==> src/rtl/pwm_multi_adjust.sv <==
// Multi-channel PWM duty/period adjuster: four debounced active-low buttons with
// hold-to-repeat step the duty and period of the channel picked by Sel.
module pwm_multi_adjust #(
  parameter int CH        = 4,
  parameter int DUTY_W    = 8,
  parameter int DUTY_MAX  = 100,
  parameter int DUTY_STEP = 10,
  parameter int DUTY_INIT = 50,
  parameter int PER_W     = 24,
  parameter int PER_MIN   = 50_000,
  parameter int PER_MAX   = 500_000,
  parameter int PER_STEP  = 50_000,
  parameter int PER_INIT  = 250_000,
  parameter int DEB_CYC   = 1_000_000,
  parameter int REP_DLY   = 25_000_000,
  parameter int REP_INT   = 5_000_000,
  parameter int WRAP      = 1,
  localparam int SEL_W    = (CH > 1) ? $clog2(CH) : 1
) (
  input  logic                  CLK,
  input  logic                  RST,
  input  logic [SEL_W-1:0]      Sel,
  input  logic                  AddDuty_In,
  input  logic                  SubDuty_In,
  input  logic                  AddPeriod_In,
  input  logic                  SubPeriod_In,
  output logic [CH*DUTY_W-1:0]  Duty,
  output logic [CH*PER_W-1:0]   Count_P,
  output logic [CH-1:0]         Upd
);

  localparam int DEB_W = $clog2(DEB_CYC + 1);
  localparam int TMR_W = $clog2(((REP_DLY > REP_INT) ? REP_DLY : REP_INT) + 1);

  localparam logic [DUTY_W:0] D_MIN  = '0;
  localparam logic [DUTY_W:0] D_MAX  = (DUTY_W+1)'(DUTY_MAX);
  localparam logic [DUTY_W:0] D_STEP = (DUTY_W+1)'(DUTY_STEP);
  localparam logic [PER_W:0]  P_MIN  = (PER_W+1)'(PER_MIN);
  localparam logic [PER_W:0]  P_MAX  = (PER_W+1)'(PER_MAX);
  localparam logic [PER_W:0]  P_STEP = (PER_W+1)'(PER_STEP);

  typedef enum logic [1:0] {IDLE, PRESS, REPEAT} repState_t;

  // Button order: 0 duty up, 1 duty down, 2 period up, 3 period down.
  logic [3:0] rawN;
  logic [3:0] stepEvt;

  assign rawN = {SubPeriod_In, AddPeriod_In, SubDuty_In, AddDuty_In};

  for (genvar b = 0; b < 4; b++) begin : gBtn
    logic             syncA;
    logic             syncB;
    logic             debLvl;
    logic [DEB_W-1:0] debCnt;
    repState_t        repState;
    repState_t        repNext;
    logic [TMR_W-1:0] tmr;
    logic [TMR_W-1:0] tmrNext;
    logic             evt;

    always_ff @(posedge CLK) begin
      if (RST) begin
        syncA  <= 1'b1;
        syncB  <= 1'b1;
        debLvl <= 1'b1;
        debCnt <= '0;
      end else begin
        syncA <= rawN[b];
        syncB <= syncA;
        if (syncB != debLvl) begin
          if (debCnt == DEB_W'(DEB_CYC - 1)) begin
            debLvl <= syncB;
            debCnt <= '0;
          end else begin
            debCnt <= debCnt + 1'b1;
          end
        end else begin
          debCnt <= '0;
        end
      end
    end

    always_ff @(posedge CLK) begin
      if (RST) begin
        repState <= IDLE;
        tmr      <= '0;
      end else begin
        repState <= repNext;
        tmr      <= tmrNext;
      end
    end

    // A debounced release wins over any pending repeat step.
    always_comb begin
      repNext = repState;
      tmrNext = tmr;
      evt     = 1'b0;
      if (debLvl) begin
        repNext = IDLE;
        tmrNext = '0;
      end else begin
        case (repState)
          IDLE: begin
            repNext = PRESS;
            tmrNext = '0;
            evt     = 1'b1;
          end
          PRESS: begin
            if (tmr == TMR_W'(REP_DLY - 1)) begin
              repNext = REPEAT;
              tmrNext = '0;
              evt     = 1'b1;
            end else begin
              tmrNext = tmr + 1'b1;
            end
          end
          REPEAT: begin
            if (tmr == TMR_W'(REP_INT - 1)) begin
              tmrNext = '0;
              evt     = 1'b1;
            end else begin
              tmrNext = tmr + 1'b1;
            end
          end
          default: repNext = IDLE;
        endcase
      end
    end

    assign stepEvt[b] = evt;
  end

  function automatic logic [DUTY_W-1:0] stepDuty(input logic [DUTY_W-1:0] cur, input logic up);
    logic [DUTY_W:0] w;
    logic [DUTY_W:0] r;
    w = {1'b0, cur};
    if (up) begin
      if (w >= D_MAX)               r = (WRAP != 0) ? D_MIN : D_MAX;
      else if (w + D_STEP > D_MAX)  r = D_MAX;
      else                          r = w + D_STEP;
    end else begin
      if (w <= D_MIN)               r = (WRAP != 0) ? D_MAX : D_MIN;
      else if (w < D_MIN + D_STEP)  r = D_MIN;
      else                          r = w - D_STEP;
    end
    return DUTY_W'(r);
  endfunction

  function automatic logic [PER_W-1:0] stepPer(input logic [PER_W-1:0] cur, input logic up);
    logic [PER_W:0] w;
    logic [PER_W:0] r;
    w = {1'b0, cur};
    if (up) begin
      if (w >= P_MAX)               r = (WRAP != 0) ? P_MIN : P_MAX;
      else if (w + P_STEP > P_MAX)  r = P_MAX;
      else                          r = w + P_STEP;
    end else begin
      if (w <= P_MIN)               r = (WRAP != 0) ? P_MAX : P_MIN;
      else if (w < P_MIN + P_STEP)  r = P_MIN;
      else                          r = w - P_STEP;
    end
    return PER_W'(r);
  endfunction

  logic [DUTY_W-1:0] dutyR [CH];
  logic [PER_W-1:0]  perR  [CH];
  logic [CH-1:0]     updR;

  logic              selOk;
  logic [SEL_W-1:0]  selIdx;
  logic              dutyMove;
  logic              perMove;
  logic [DUTY_W-1:0] curDuty;
  logic [DUTY_W-1:0] nextDuty;
  logic [PER_W-1:0]  curPer;
  logic [PER_W-1:0]  nextPer;
  logic              dutyChg;
  logic              perChg;

  assign selOk    = (int'(Sel) < CH);
  assign selIdx   = selOk ? Sel : '0;
  // Opposing steps on the same quantity cancel.
  assign dutyMove = stepEvt[0] ^ stepEvt[1];
  assign perMove  = stepEvt[2] ^ stepEvt[3];
  assign curDuty  = dutyR[selIdx];
  assign curPer   = perR[selIdx];
  assign nextDuty = dutyMove ? stepDuty(curDuty, stepEvt[0]) : curDuty;
  assign nextPer  = perMove  ? stepPer(curPer, stepEvt[2])   : curPer;
  assign dutyChg  = selOk && dutyMove && (nextDuty != curDuty);
  assign perChg   = selOk && perMove  && (nextPer  != curPer);

  always_ff @(posedge CLK) begin
    if (RST) begin
      for (int k = 0; k < CH; k++) begin
        dutyR[k] <= DUTY_W'(DUTY_INIT);
        perR[k]  <= PER_W'(PER_INIT);
      end
      updR <= '0;
    end else begin
      updR <= '0;
      for (int k = 0; k < CH; k++) begin
        if (selIdx == SEL_W'(k)) begin
          if (dutyChg) dutyR[k] <= nextDuty;
          if (perChg)  perR[k]  <= nextPer;
          updR[k] <= dutyChg | perChg;
        end
      end
    end
  end

  for (genvar k = 0; k < CH; k++) begin : gOut
    assign Duty[k*DUTY_W +: DUTY_W]  = dutyR[k];
    assign Count_P[k*PER_W +: PER_W] = perR[k];
  end

  assign Upd = updR;

endmodule

==> config.mk <==
export PLATFORM = sky130hd
export DESIGN_NAME = pwm_multi_adjust
export DESIGN_NICKNAME = d
export VERILOG_FILES = /design/src/rtl/pwm_multi_adjust.sv
export SDC_FILE = /design/constraint.sdc
export NUM_CORES = 1
export LEC_CHECK = 0
export BUFFER_PORTS_ARGS = -buffer_cell sky130_fd_sc_hd__buf_2
export CAP_MARGIN = 25
export CORE_ASPECT_RATIO = 0.6
export CORE_MARGIN = 2
export CORE_UTILIZATION = 40
export DETAILED_ROUTE_END_ITERATION = 8
export GPL_TIMING_DRIVEN = 0
export PLACE_DENSITY = 0.67
export SYNTH_ARGS = -nofsm -noshare
export SYNTH_HDL_FRONTEND = slang
export SYNTH_SLANG_ARGS = --single-unit
==> constraint.sdc <==
create_clock -name CLK -period 23.2 [get_ports CLK]
set_input_delay 4.64 -clock CLK [delete_from_list [all_inputs] [get_ports CLK]]
set_output_delay 4.64 -clock CLK [all_outputs]
set_load 0.01 [all_outputs]
* Word-level counts from Yosys, hierarchy flattened
Memory sizes are Yosys's and may differ from the RTL's.
Index checks and enable logic that the tools add are counted.
** Cells by class
- Add/sub/neg operators :: 12
- $mul :: 0
- Div/mod/pow operators :: 0
- $lt $le $gt $ge :: 8
- Equality and inequality tests :: 33
- Shifts and indexed selects :: 0
- Multiplexer cells :: 84
- Bitwise gates (word level) :: 23
- Reductions and logical operators :: 31
** Operators by type and width (number)
- one-hot mux 25 bit (3 select lines) :: 4
- two-way mux 24 bit :: 10
- two-way mux 25 bit :: 8
- adder 25 x 1 -> 25 bit, second input constant :: 4
- == test 25 x 23 -> 1 bit, second input constant :: 4
- == test 25 bit, second input constant :: 4
- adder 20 x 1 -> 20 bit, second input constant :: 4
- == test 20 bit, second input constant :: 4
- two-way mux 8 bit :: 10
- two-way mux 1 bit :: 40
- adder 24 x 16 -> 25 bit, second input constant :: 1
- > comparator 25 x 19 -> 1 bit, second input constant :: 1
- >= comparator 24 x 19 -> 1 bit, second input constant :: 1
- less-or-equal comparator 24 x 16 -> 1 bit, second input constant :: 1
- less-than comparator 24 x 17 -> 1 bit, second input constant :: 1
- inequality test 24 bit :: 1
- one-hot mux 2 bit (3 select lines) :: 4
- subtractor 24 x 16 -> 24 bit, second input constant :: 1
- AND reduction 2 bit :: 8
- OR reduction 2 bit :: 8
- == test 2 bit, second input constant :: 6
- inverter 1 bit :: 12
- one-hot mux 1 bit (3 select lines) :: 4
- nonzero test 3 bit :: 4
- other kinds (16) :: 46
** Storage, ports and cells
- Register bits after elaboration :: 204
- Latch bits :: 0
- RAM bits :: 128
- ROM bits :: 0
- Input port bits :: 8
- Output and inout bits :: 132
- Word-level logic and storage cells :: 221
- Memories kept :: 2
** Memories
- perR :: words 4, width 24, rd ports 5, clocked after memory_dff 0, write ports 4, line 166 : logic [PER_W-1:0] perR [CH];
- dutyR :: words 4, width 8, rd ports 5, clocked after memory_dff 0, write ports 4, line 165 : logic [DUTY_W-1:0] dutyR [CH];

* Longest topological paths before layout
Gate-level depths: netlist (run 1).
An unclocked memory read counts as a cell.
- Depth after elaboration :: 14
- Depth in mapped cells :: 20
- Mapped depth without buffers :: 14

* Worst setup path after synthesis (run 1)
No wires, ideal clock.
- Path type :: input to register
- Start :: input Sel[0]
- End :: memory perR[0][0] (enable)
- Setup time :: 442 ps
- Data arrival time :: 10398 ps
- Required time :: 22758 ps
- Setup slack :: 12360 ps
- Stages on the path :: 18
- Path buffers :: 5
- Path through :: buf_6 -> buf_6 -> mux4_2 -> buf_2 -> ha_1 -> or2_2 -> o221ai_1 -> a21o_1 -> a21oi_1 -> a211o_1 -> or3_1 -> and3_1 -> buf_2 -> a211oi_1 -> o41a_1 -> nor4_4 -> buf_2 -> o31ai_1
** RTL lines
- start, declared :: line 22 : input logic [SEL_W-1:0] Sel,
- end, declared :: line 166

==> flow_summary_export.csv, run 1 <==
group,metric,value,unit
clocking,clk_latency,0.54,ns
placed_design,dp_hpwl,44.2,mm
logic_synthesis,yosysSeqAreaShare,43.1,%
critical_path,crit_path_end_kind,"flop",
floorplanning,io_pins,140,
logic_synthesis,ys_ff_latch,332,
logic_synthesis,synth_area,18400,um2
timing,tns,0,ns
timing,clock_skew,0.0172,ns
global_routing,antenna_found_initial,1,
timing,relSlewSlack,24.7,%
cells_and_area,n_fill_cell,4296,
placed_design,port_buffers,137,
timing,hold_viol,0,
global_routing,grt_pass1_wl,90.5,mm
logic_synthesis,synthCells,2067,
placed_design,routabilityCongestion,0.973,
logic_synthesis,synthAdderAreaFrac,2.65,%
timing,setup_viol,0,
logic_synthesis,synth_xor_xnor_area_share,4.23,%
logic_synthesis,syn_nets,2114,
timing,fin_crit_sh,45.9,%
placed_design,place_area,20100,um2
critical_path,required,23.43,ns
global_routing,overflow,0,
timing,drv_slew,0,
critical_path,cp_max_fo,14,
clocking,cts_tree,"yes",
logic_synthesis,yosysTopAreaCell,"dfxtp_1",
hold_path,hold_path.class,"flop to flop",
clocking,clk_pin_slew,0.06,ns
floorplanning,die_w,281,um
critical_path,critical_path_arrival,10.89,ns
power_and_ir_drop,peakVddDrop,64.9,uV
power_and_ir_drop,power_density,61.6,nW/um2
cells_and_area,drive_above_1_share,14.9,%
floorplanning,row_count,60,
clocking,cts_htree_levels,2,
timing,worstMarginPinSlew,1.12,ns
drt,vias,17100,
global_routing,track_usage,24.2,%
logic_synthesis,synth-compound-area-share,14.9,%
drt,viasPerCell,5.90,
global_routing,grt_pass1_vias,15600,
drt,wl_per_cell,20.5,um
cells_and_area,area_delta_synth_final,15.4,%
logic_synthesis,synth_edf_count,128,
drt,antenna_left,0,
floorplanning,core,45100,um2
drt,first_pass_iters,6,
job,cap_violations,0,
global_routing,grt_max_degree,15,
drt,route.detailed.drc,0,
outcome,outcome,"finished, final reports clean",
timing,rsz0062_at_grt,"false",
drt,drt_iter0_drc,1977,
cells_and_area,diodes,0,
clocking,cts_buffer_depth,3,
logic_synthesis,synth_top_area_share,22.2,%
logic_synthesis,yosysWarnings,0,
clocking,clock_sinks,332,
logic_synthesis,avgSynthCellArea,8.90,um2
timing,fin_hold_ws,0.411,ns
cells_and_area,stdcell_area,21200,um2
power_and_ir_drop,power.leakage,0.00713,uW
floorplanning,die_h,170,um
timing,fmax,0.0939,GHz
clocking,cts_setup_buffers,0,
clocking,post_cts_resized,0,
logic_synthesis,synth.area.top_cells,"dfxtp_1 22%, edfxtp_1 21%, nor2_1 6.0%",
logic_synthesis,synth_simple_gate_area_share,26.9,%
logic_synthesis,synth_mux_area_share,4.42,%
logic_synthesis,synthArstFlopShare,0,%
cells_and_area,final_nets,2297,
clocking,clockRootBuffer,"clkbuf_16",
logic_synthesis,ys_types,87,
drt,wl,59.3,mm
floorplanning,initial_core_util,40.8,%
power_and_ir_drop,fin_total_pwr,1310,uW
cells_and_area,fin_util,47.1,%
floorplanning,die-area,47800,um2
clocking,cts_inserted_buffers,35,
critical_path,startpoint_type,"primary input",
clocking,ctsHoldBuffers,0,
timing,finalCriticalPeriod,10.65,ns
logic_synthesis,synth-main-ff-cell,"dfxtp_1",
critical_path,critPathKind,"primary input to flop",
logic_synthesis,synth_top_family_by_area,"simple AND/OR/NAND/NOR gates",
## cell type report
cell class,instances,area [um2],area share [%]
multi-input combinational,1572,9820,46.2
sequential,332,7930,37.3
clock buffer,50,1040,4.91
timing repair buffer,146,837,3.94
tap,620,776,3.65
buffer,114,532,2.50
inverter,49,184,0.866
clock inverter,13,126,0.595
## metal layers
metal / global-route usage [%] / wire length, um
met5: 0 / 13
met4: 6.14 / 1330
met3: 5.99 / 5760
met2: 33.8 / 24100
met1: 36.8 / 28200
## path summary, 6_finish.rpt
| kind | start | slack (ns) | endpoint | cells after the start |
|---|---|---|---|---|
| worst min-delay path | gBtn[3].syncA$_SDFF_PP1_ | 0.41 | gBtn[3].syncB$_SDFF_PP1_ | 1 |
| worst min register to register | gBtn[3].syncA$_SDFF_PP1_ | 0.41 | gBtn[3].syncB$_SDFF_PP1_ | 1 |
| worst max register to register | perR[3][5]$_SDFFCE_PN0P_ | 16.70 | perR[0][1]$_SDFFCE_PN0P_ | 17 |
| worst max-delay path | Sel[0] | 12.55 | perR[0][1]$_SDFFCE_PN0P_ | 19 |
## logic make-up (layout without fill, tap and decap cells)
kind of cell,Yosys count,after routing
fa+ha+maj,39,39
mux,41,41
simple gates,948,948
xor+xnor,88,88
flops,332,332
buf+inv,163,372
compound gates,456,456
## state kept, by name, indices dropped and copies added (netlist names)
register / cells
gBtn.repState: 8
gBtn.tmr: 100
dutyR: 32
Upd: 4
perR: 96
gBtn.debCnt: 80
gBtn.syncB: 4
gBtn.syncA: 4
gBtn.debLvl: 4
## through the flow
step	std cells	setup slack, ns
after global placement	2824	9.31
final	2896	12.55
after detailed placement	2832	12.16
after CTS	2895	12.70
after floorplan	2067	12.36
after global routing	2896	12.38
## synth_stat cells (all sizes together) (37+ instances only)
| cell type | n |
|---|---|
| a21oi | 156 |
| buf | 46 |
| clkbuf | 68 |
| nand3 | 76 |
| nor2 | 297 |
| o21ai | 151 |
| inv | 48 |
| nand3b | 58 |
| nor3 | 76 |
| ha | 39 |
| dfxtp | 204 |
| xnor2 | 51 |
| or3 | 43 |
| and3 | 68 |
| nand2 | 136 |
| edfxtp | 128 |
| xor2 | 37 |
## power breakdown
part           internal [uW]  switching, uW
Sequential               613           5.64
Combinational           36.4           75.1
Clock                    337            242
Total                    986            323
## cell usage in the layout (no fill, tap or decap), types with 10 or more instances in the layout
cell	count
nor2_1	294
dfxtp_1	204
buf_2	159
a21oi_1	154
o21ai_0	142
nand2_1	136
edfxtp_1	128
nand3_1	76
nor3_1	74
clkbuf_1	72
and3_1	68
nand3b_1	58
xnor2_1	50
inv_1	48
or3_1	43
ha_1	39
xor2_1	37
clkbuf_16	36
nand4_1	33
mux4_2	32
or2_2	24
nor4_1	22
a31oi_1	22
and2_1	16
nor2b_1	16
or4_1	16
buf_4	12
nand2b_1	12
a22oi_1	12
or3b_2	11
or4b_2	10
buf_1	10
o22ai_1	10
## worst max-delay path, cell delays in order
cell,delay (ns)
buf_6,0.14
buf_6,0.25
mux4_2,0.59
buf_2,0.25
ha_1,0.32
or2_2,0.33
o221ai_1,0.62
a21o_1,0.33
a21oi_1,0.14
a211o_1,0.29
or3_1,0.51
and3_1,0.21
buf_2,0.18
a211oi_1,0.36
o41a_1,0.28
nor4_4,0.10
buf_2,0.26
o31ai_4,0.82
buf_16,0.24
(Power assumes the default switching activity.)
==> inputs of run 2 (changes only) <==
--- a/config.mk
+++ b/config.mk
@@ -12,7 +12,7 @@
 export CORE_UTILIZATION = 40
 export DETAILED_ROUTE_END_ITERATION = 8
 export GPL_TIMING_DRIVEN = 0
-export PLACE_DENSITY = 0.67
+export PLACE_DENSITY = 0.69
 export SYNTH_ARGS = -nofsm -noshare
 export SYNTH_HDL_FRONTEND = slang
 export SYNTH_SLANG_ARGS = --single-unit
==> constraint.sdc (replaced) <==
create_clock -name CLK -period 8.7 [get_ports CLK]
set_input_delay 1.74 -clock CLK [delete_from_list [all_inputs] [get_ports CLK]]
set_output_delay 1.74 -clock CLK [all_outputs]
set_load 0.01 [all_outputs]
==> flow_summary_export.csv, run 2 (synthesis gave the netlist of run 1 again) <==
group,metric,value,unit
cells_and_area,largest-register,"gBtn.tmr",
cells_and_area,final_common_cell,"nor2_1",
global_routing,grt_pass1_wl,90.8,mm
cells_and_area,n_fill_cell,4313,
clocking,post_cts_resized,0,
critical_path,critPathKind,"primary input to flop",
global_routing,grt_pass1_vias,15700,
cells_and_area,final_cell_mix,"294 x nor2_1, 204 x dfxtp_1, 159 x buf_2, 154 x a21oi_1, 142 x o21ai_0",
floorplanning,row_count,60,
timing,fmax,0.127,GHz
floorplanning,die-area,47800,um2
timing,relSlewSlack,29.6,%
critical_path,rrSetupSlack,2.11,ns
global_routing,overflow,0,
drt,first_pass_iters,6,
critical_path,cp_max_fo,15,
power_and_ir_drop,power_density,161,nW/um2
global_routing,track_usage,24.1,%
timing,fin_crit_sh,90.3,%
drt,vias,17300,
clocking,cts_inserted_buffers,35,
timing,drv_slew,0,
clocking,clockRootBuffer,"clkbuf_16",
timing,worst_slack,0.845,ns
drt,wl_per_cell,20.5,um
placed_design,dp_slack,0.576,ns
critical_path,required,8.94,ns
job,cap_violations,0,
critical_path,startpoint_type,"primary input",
floorplanning,core,45100,um2
critical_path,crit_start,"Sel[1]",
hold_path,hold_path.class,"flop to flop",
drt,drt_iter0_drc,2054,
drt,antenna_left,0,
cells_and_area,final_nets,2296,
critical_path,crit_path_end_kind,"flop",
placed_design,port_buffers,137,
global_routing,grt_max_degree,16,
clocking,clk_pin_slew,0.06,ns
cells_and_area,area_delta_synth_final,14.8,%
timing,rsz0062_at_grt,"false",
outcome,outcome,"finished, final reports clean",
timing,setup_viol,0,
placed_design,routabilityCongestion,1.01,
power_and_ir_drop,power.leakage,0.00706,uW
power_and_ir_drop,peakVddDrop,124,uV
cells_and_area,largest_reg_flops,100,
critical_path,critical_path_arrival,8.09,ns
clocking,cts_htree_levels,2,
timing,hold_viol,0,
clocking,clk_latency,0.54,ns
cells_and_area,fin_cells,2893,
clocking,clock_sinks,332,
floorplanning,io_pins,140,
global_routing,antenna_found_initial,0,
timing,worstMarginPinSlew,1.05,ns
drt,route.detailed.drc,0,
cells_and_area,top_regs,"gBtn.tmr: 100 flops, perR: 96 flops, gBtn.debCnt: 80 flops",
timing,clock_skew,0.0189,ns
hold_path,holdCritStartpoint,"gBtn[1].syncA$_SDFF_PP1_",
cells_and_area,drive_above_1_share,14.6,%
critical_path,rr_startpoint,"perR[1][5]$_SDFFCE_PN0P_",
clocking,ctsHoldBuffers,0,
placed_design,placedCellCount,2832,
timing,fin_hold_ws,0.408,ns
floorplanning,die_w,281,um
cells_and_area,diodes,0,
clocking,cts_setup_buffers,0,
clocking,cts_tree,"yes",
floorplanning,die_h,170,um
timing,finalCriticalPeriod,7.85,ns
clocking,cts_buffer_depth,3,
drt,viasPerCell,5.97,
placed_design,dp_hpwl,44.2,mm
drt,wl,59.2,mm
floorplanning,initial_core_util,40.8,%
[run 2: cell count changes in the layout (fill, tap and decap cells not counted)]
cell        previous run  this run
clkbuf_8               9         1
clkbuf_1              72        76
clkinv_8               0         1
clkinv_1               3         4
bufinv_16              2         1
inv_4                  0         1
buf_6                  7         6
clkinv_4               0         1
inv_6                  3         1
clkinvlp_4             1         2
[run 2: worst paths after layout]
check	to	cells after the start
min reg2reg	gBtn[1].syncB$_SDFF_PP1_	1
max	perR[0][7]$_SDFFCE_PN1P_	18
max reg2reg	perR[0][7]$_SDFFCE_PN1P_	16
min	gBtn[1].syncB$_SDFF_PP1_	1
[run 2: cell type report]
class,count,area (um2),share of cell area (%)
plain buffers,114,532,2.52
clock buffers,46,948,4.49
clock inverters,15,121,0.574
inverters,49,184,0.870
multi-input cells,1572,9820,46.5
flip-flops and latches,332,7930,37.5
well taps,620,776,3.67
repair buffers,145,826,3.91
[run 2: per-stage QoR]
| stage | util, % | power [uW] | setup TNS [ns] | instance area [um2] |
|---|---|---|---|---|
| final | 46.8 | 3390 | 0 | 21100 |
| after floorplan | - | 1850 | 0 | 18400 |
| after detailed placement | 44.5 | 1970 | 0 | 20100 |
| after global routing | 46.8 | 3490 | 0 | 21100 |
| after CTS | 46.8 | 3410 | 0 | 21100 |
| after global placement | 44.0 | 1960 | -168.42 | 19900 |
[run 2: critical path, stage by stage]
cell and delay (ns):
buf_2 0.16, buf_2 0.39, mux4_2 0.44, buf_2 0.26, ha_1 0.31, or2_2 0.33
o221ai_1 0.66, a21o_1 0.34, a21oi_1 0.17, a211o_1 0.29, or3_1 0.52, nand2_1 0.37
nor2_1 0.07, o311ai_0 0.57, nor4_4 0.14, buf_2 0.27, o31ai_4 0.76, buf_16 0.24
[run 2: report_power, final]
part,leakage (uW),switching [uW],internal [uW]
combinational,0.00371,198,96.7
sequential,0.00283,15.6,1630
clock,0.000520,646,803
total,0.00706,860,2530
[run 2: metal layers]
metal	routed length [um]	vias up	track usage, %
met3	6090	107	6.22
li1	-	7951	-
met2	23700	841	33.8
met4	1640	0	6.37
met5	0	-	0
met1	27800	8363	36.3
